**src/rtl/dmem_responder.sv**
```systemverilog
// rtl/dmem_responder.sv - lw/sw data-memory responder with latency model, word RAM and LED register
// One access at a time: IDLE accepts, WAIT counts down the latency, RESP holds the result.
module dmem_responder #(
  parameter int unsigned DEPTH     = 64,
  parameter logic [31:0] BASE_ADDR = 32'h1001_0000,
  parameter logic [31:0] LED_ADDR  = 32'h1001_0100,
  parameter int unsigned LATENCY   = 2
) (
  input  logic        clk,
  input  logic        rst,
  input  logic        req_valid,
  output logic        req_ready,
  input  logic        req_we,
  input  logic [31:0] req_addr,
  input  logic [31:0] req_wdata,
  output logic        resp_valid,
  input  logic        resp_ready,
  output logic [31:0] resp_rdata,
  output logic        resp_err,
  output logic [31:0] led_out
);

  localparam int unsigned IW        = (DEPTH > 1) ? $clog2(DEPTH) : 1;
  localparam int unsigned CW        = (LATENCY > 1) ? $clog2(LATENCY) : 1;
  localparam logic [31:0] RAM_BYTES = 32'(4 * DEPTH);
  localparam logic [CW-1:0] CNT_LOAD = CW'(LATENCY - 1);

  typedef enum logic [1:0] {
    S_IDLE,
    S_WAIT,
    S_RESP
  } state_t;

  state_t      state_q;
  logic [CW-1:0] cnt_q;
  logic        we_q;
  logic [31:0] addr_q;
  logic [31:0] wdata_q;
  logic        resp_valid_q;
  logic        resp_err_q;
  logic [31:0] resp_rdata_q;
  logic [31:0] led_q;
  logic [31:0] mem_q [DEPTH];

  logic [31:0]   offset;
  logic          aligned;
  logic          hit_led;
  logic          hit_ram;
  logic          acc_err;
  logic          do_access;
  logic          ram_we;
  logic [IW-1:0] ram_idx;
  logic [31:0]   acc_rdata;

  // Addresses below BASE_ADDR wrap to a huge offset and so fall outside the RAM window.
  assign offset    = addr_q - BASE_ADDR;
  assign aligned   = (addr_q[1:0] == 2'b00);
  assign hit_led   = aligned && (addr_q == LED_ADDR);
  assign hit_ram   = aligned && !hit_led && (offset < RAM_BYTES);
  assign ram_idx   = offset[IW+1:2];
  assign acc_err   = !(hit_led || hit_ram);
  assign do_access = (state_q == S_WAIT) && (cnt_q == '0);
  assign ram_we    = do_access && we_q && hit_ram;

  always_comb begin
    acc_rdata = 32'h0;
    if (!we_q) begin
      if (hit_led) begin
        acc_rdata = led_q;
      end else if (hit_ram) begin
        acc_rdata = mem_q[ram_idx];
      end
    end
  end

  always_ff @(posedge clk or posedge rst) begin
    if (rst) begin
      state_q      <= S_IDLE;
      cnt_q        <= '0;
      we_q         <= 1'b0;
      addr_q       <= 32'h0;
      wdata_q      <= 32'h0;
      resp_valid_q <= 1'b0;
      resp_err_q   <= 1'b0;
      resp_rdata_q <= 32'h0;
      led_q        <= 32'h0;
    end else begin
      case (state_q)
        S_IDLE: begin
          if (req_valid) begin
            we_q    <= req_we;
            addr_q  <= req_addr;
            wdata_q <= req_wdata;
            cnt_q   <= CNT_LOAD;
            state_q <= S_WAIT;
          end
        end
        S_WAIT: begin
          if (cnt_q != '0) begin
            cnt_q <= cnt_q - 1'b1;
          end else begin
            resp_valid_q <= 1'b1;
            resp_err_q   <= acc_err;
            resp_rdata_q <= acc_err ? 32'h0 : acc_rdata;
            if (we_q && hit_led) begin
              led_q <= wdata_q;
            end
            state_q <= S_RESP;
          end
        end
        S_RESP: begin
          if (resp_ready) begin
            resp_valid_q <= 1'b0;
            resp_err_q   <= 1'b0;
            resp_rdata_q <= 32'h0;
            state_q      <= S_IDLE;
          end
        end
        default: state_q <= S_IDLE;
      endcase
    end
  end

  // RAM contents survive reset; a reset before the access edge leaves state_q in IDLE so no write fires.
  always_ff @(posedge clk) begin
    if (ram_we) begin
      mem_q[ram_idx] <= wdata_q;
    end
  end

  assign req_ready  = (state_q == S_IDLE);
  assign resp_valid = resp_valid_q;
  assign resp_rdata = resp_rdata_q;
  assign resp_err   = resp_err_q;
  assign led_out    = led_q;

endmodule
```
**config.mk**
```make
export PLATFORM = sky130hd
export DESIGN_NAME = dmem_responder
export DESIGN_NICKNAME = d
export VERILOG_FILES = /design/src/rtl/dmem_responder.sv
export SDC_FILE = /design/constraint.sdc
export NUM_CORES = 2
export LEC_CHECK = 0
export CORE_UTILIZATION = 26
export CTS_CLUSTER_SIZE = 24
export DETAILED_ROUTE_END_ITERATION = 7
export PLACE_DENSITY = 0.51
export RECOVER_POWER = 50
export SETUP_SLACK_MARGIN = 0.2
export SLEW_MARGIN = 40
export SYNTH_ARGS = -nofsm -noshare
export SYNTH_HDL_FRONTEND = slang
export SYNTH_SLANG_ARGS = --single-unit
```
**constraint.sdc**
```tcl
create_clock -name clk -period 5.7 [get_ports clk]
set_clock_uncertainty 0.15 [all_clocks]
set_input_delay 1.14 -clock clk [delete_from_list [all_inputs] [get_ports clk]]
set_output_delay 1.14 -clock clk [all_outputs]
set_load 0.005 [all_outputs]
```
# After elaboration in Yosys (flattened, before gate mapping)
# Memory sizes are Yosys's and may differ from the RTL's.
# Cells that the tools add are included.
[word_totals]
input_bits = 69
ff_bits = 134
mem_bits_rw = 2048
output_inout_bits = 67
n_memories = 1
[memory_table]
columns = ["name", "words", "word_bits", "read_ports", "rd_ports_with_merged_regs", "write_ports", "line_no", "source"]
rows = [
  ["mem_q", 64, 32, 1, 0, 1, "43", "logic [31:0] mem_q [DEPTH];"],
]
[classes]
eq_ne = 6
mux = 21
n_addsub = 2
reduce_logical = 19
n_bitwise = 1
magnitude_cmp = 1
[ops]
columns = ["cell", "n"]
rows = [
  ["$mux 32", 6],
  ["$pmux 32 s2", 1],
  ["$eq 32x29->1 const B", 1],
  ["$lt 32x9->1 const B", 1],
  ["$sub 32x29->32 const B", 1],
  ["$reduce_and 3->1", 3],
  ["$logic_and 1x1->1", 7],
  ["$mux 1", 7],
  ["$mux 2", 3],
  ["$ne 2x2->1 const B", 3],
  ["$pmux 1 s2", 3],
  ["$pmux 2 s3", 1],
  ["$logic_not 2->1", 2],
  ["$reduce_and 2->1", 2],
  ["$reduce_bool 2->1", 2],
  ["$eq 2x1->1 const B", 1],
  ["$eq 2x2->1 const B", 1],
  ["$logic_not 1->1", 2],
  ["$logic_or 1x1->1", 1],
  ["$not 1->1", 1],
  ["$sub 1x1->1 const B", 1],
]

# Depth between registers and ports, before layout
[logic_depth]
ltp_word = 11
depth_mapped = 12
ltp_nobuf = 7

# Least setup slack after synthesis
# OpenSTA, ideal clock, no wires.
[synth_path]
path_kind = "reg-to-reg"
start = "register addr_q[27]"
end = "memory mem_q[0][0], enable pin"
path_buffers = 0
stages_incl_launch_ff = 7
setup_slack_ns = 1.539
synth_period_minus_slack_ns = 4.161
arrival_time_ns = 3.589
cell_sequence = "dfrtp_1 -> or4_4 -> nor4b_4 -> nand2_2 -> nor3_4 -> nand3_4 -> nor2_1"
[synth_via]
elab_chain_cells = 8
word_cells_on_any_way = 10
[synth_lines]
columns = ["item", "line_no", "source"]
rows = [
  ["start: declaration", "37", "logic [31:0] addr_q;"],
  ["start signal: assignment", "92", "addr_q <= req_addr;"],
  ["branches (longest 4 deep; another with $sub 32x29->32)", "-", ""],
  ["$logic_and 1x1->1 *", "59", "assign hit_ram = aligned && !hit_led && (offset < RAM_BYTES);"],
  ["$logic_and 1x1->1 *", "63", "assign ram_we = do_access && we_q && hit_ram;"],
  ["$mux 1 *", "126", "if (ram_we) begin"],
  ["$mux 1 (implied by the code) *", "127", "mem_q[ram_idx] <= wdata_q;"],
  ["end: declaration", "43", ""],
]
# Mark *: on every way between the ends.

# Worst setup path in the final report
[layout_path]
start = "register wdata_q[7]"
end = "memory mem_q[38][7], data pin"
[layout_lines]
columns = ["item", "line_no", "source"]
rows = [
  ["start: declaration", "38", "logic [31:0] wdata_q;"],
  ["start signal: assignment", "93", "wdata_q <= req_wdata;"],
]
# Straight into the memory's write port.

==> impl_metrics.py <==
metrics = {
    "global_routing": {
        "antenna_found_initial": 23,
        "grt_overflow": 0,
        "track_usage": 0.188,
        "grt_pass1_wl_um": 419000,
        "grt_max_degree": 95,
        "grt_pass1_vias": 47000,
    },
    "clock_tree": {
        "ctsHoldBuffers": 0,
        "clk_path_buf_depth": 3,
        "htree_levels": 4,
        "cts-resized-gates": 0,
        "clk-insertion-delay-late_ps": 880,
        "cts_buffers": 218,
        "post-cts-setup-buffers": 0,
        "clock-sinks": 2182,
        "cts_tree": "done",
        "root_buffer": "clkbuf_16",
        "clk_pin_slew_ps": 60,
    },
    "floorplan": {
        "core-area_sq_um": 319000,
        "start_util": 0.262,
        "core.rowCount": 207,
        "die_h_um": 569,
        "fp.dieW_um": 569,
        "ios": 136,
        "die_area_sq_um": 324000,
    },
    "power": {
        "ir_drop_mv": 0.645,
        "p_per_area_nw_per_um2": 544,
        "power.total_mw": 54.0,
        "p_leak_nw": 30.9,
    },
    "finish": {
        "area_growth_pct": 18.8,
        "final_util": 0.311,
        "final_cells": 9398,
        "fillCellCount": 30900,
        "stdcell_area_sq_um": 99300,
        "nNetsFinal": 4989,
        "drive_above_1_share": 0.223,
    },
    "route": {
        "route.detailed.drc": 0,
        "first_pass_iters": 6,
        "drt_iter0_markers": 7782,
        "drtAntennaViolNets": 0,
        "routed_wl_um": 312000,
        "wl_per_cell_um": 33.2,
        "vias_per_cell": 5.25,
        "vias": 49300,
    },
    "place": {
        "gp_congestion": 0.970,
        "placed_area_sq_um": 92700,
        "io_buffers": 135,
        "place_hpwl_um": 197000,
        "place_inst": 8984,
        "pre_cts_ws_ps": 1190,
    },
    "logic_synthesis": {
        "synth_top_cells_by_count": "2048 x edfxtp_1, 279 x o22ai_1, 240 x mux2_2, 207 x mux2i_1, 167 x mux4_2",
        "synth_top_area_cell": "edfxtp_1",
        "netlist_area_sq_um": 83600,
        "synth_enable_flop_cells": 2048,
        "synth_fp_nets": 4627,
        "synth_seq_cells": 2182,
        "seq_area_frac_synth": 0.776,
        "syn-instance-count": 4558,
        "synth_area_per_cell_sq_um": 18.3,
        "yosysTopAreaCellShare": 0.736,
        "ys.warnings.count": 0,
        "synthTopCellsByArea": "edfxtp_1 74%, mux4_2 4.5%, dfrtp_1 4.0%",
        "post-synth-top-count-cell": "edfxtp_1",
        "ys_async_sr_fraction": 0.0614,
        "ys_types": 67,
        "ys.flop_type": "edfxtp_1",
    },
    "timing": {
        "drv_slew": 1999,
        "hold_slack_ps": 343,
        "fmax_mhz": 197,
        "rsz0062_at_grt": "no",
        "fin_tns_setup_ps": 0,
        "finalHoldViolCount": 0,
        "fin_crit_sh": 0.893,
        "setup_viol": 0,
        "slew_headroom": -2.40,
        "worst_slew_pin_slew_ps": 5100,
        "period_needed_ps": 5090,
        "fin_ws_ps": 612,
    },
    "critical_path": {
        "crit_family": "buffers and inverters",
        "r2r_slack_ps": 610,
        "rr_startpoint": "wdata_q[7]",
        "path_cells": "clkbuf_1",
        "crit_type": "reg -> reg",
        "rr_endpoint": "mem_q[38][7]",
        "cp_max_fo": 66,
        "critPathLaunchType": "flip-flop",
        "cp.buffers_inverters": 1,
        "critPathMaxStageDelay_ps": 3510,
        "end_kind": "flip-flop",
        "critPathArrivalTime_ps": 4840,
        "cp.depth": 1,
        "reg2reg_depth": 1,
        "required_ps": 5450,
        "slowest_stage": "clkbuf_1",
    },
    "run_status": {
        "violations": "capacitance limit, slew limit",
        "outcome": "finished, violations left",
    },
    "worst_hold_path": {
        "hold_path_class": "reg -> reg",
        "holdPathStages": 0,
        "worstHoldStart": "wdata_q[28]",
        "holdPathEnd": "mem_q[38][28]",
    },
    "job": {
        "max-cap-violations": 41,
    },
}
registers in the layout, indices dropped and copies added (netlist names):
name and flops:
mem_q 2048, addr_q 32, led_out 32, resp_rdata 32, wdata_q 32, state_q 2
cnt_q 1, resp_err 1, resp_valid 1, we_q 1
report_power, final:
group          internal (mW)  switching (mW)
logic                   4.81            13.5
registers               20.5            1.09
clock network           7.83            6.30
total                   33.1            20.9
cells in the final DEF (no fill, tap or decap), types with 120 or more instances in the layout:
| cell | netlist | routed |
|---|---|---|
| mux4_2 | 167 | 167 |
| mux2i_1 | 207 | 201 |
| o21ai_0 | 151 | 147 |
| dfrtp_1 | 134 | 120 |
| edfxtp_1 | 2048 | 2048 |
| buf_4 | 15 | 241 |
| a21oi_1 | 149 | 143 |
| clkdlybuf4s50_1 | 0 | 132 |
| o22ai_1 | 279 | 277 |
| clkbuf_16 | 0 | 219 |
| mux2_2 | 240 | 240 |
| nand2_1 | 166 | 161 |
cells by family after synthesis:
family | share of synthesized area
buffers and inverters | 0.0165
AOI/OAI and AO/OA | 0.0781
muxes | 0.102
DFF | 0.776
and+or+nand+nor | 0.0269
xor gates and xnor gates | 0.000105
routing by layer:
| metal | vias to the layer above | GRT usage | part of all wire |
|---|---|---|---|
| li1 | 19500 | - | - |
| met5 | - | 0 | 0.00015 |
| met1 | 26300 | 0.261 | 0.41 |
| met4 | 8 | 0.0718 | 0.043 |
| met3 | 500 | 0.0561 | 0.12 |
| met2 | 3061 | 0.275 | 0.43 |
worst max-delay path by stage:
| stage | startpoint | end | slack (ps) |
|---|---|---|---|
| after floorplan | rst | addr_q[0] | 830 |
| after global placement | addr_q[31] | mem_q[44][0] | 1320 |
| after detailed placement | addr_q[31] | mem_q[44][0] | 1190 |
| after CTS | addr_q[31] | mem_q[44][28] | 1220 |
| after global routing | wdata_q[7] | mem_q[38][7] | 720 |
| final | wdata_q[7] | mem_q[38][7] | 610 |
area by class of cell:
class | instances | area (sq um) | area share
Sequential cell | 2182 | 64900 | 0.653
Multi-Input combinational cell | 2064 | 18100 | 0.182
Clock buffer | 287 | 5860 | 0.0590
Tap cell | 4284 | 5360 | 0.0540
Timing Repair Buffer | 446 | 3940 | 0.0397
Clock inverter | 119 | 1100 | 0.0111
Inverter | 8 | 45.0 | 0.000454
Antenna cell | 8 | 20.0 | 0.000202
Note: power is estimated with default switching activity, not from simulation.
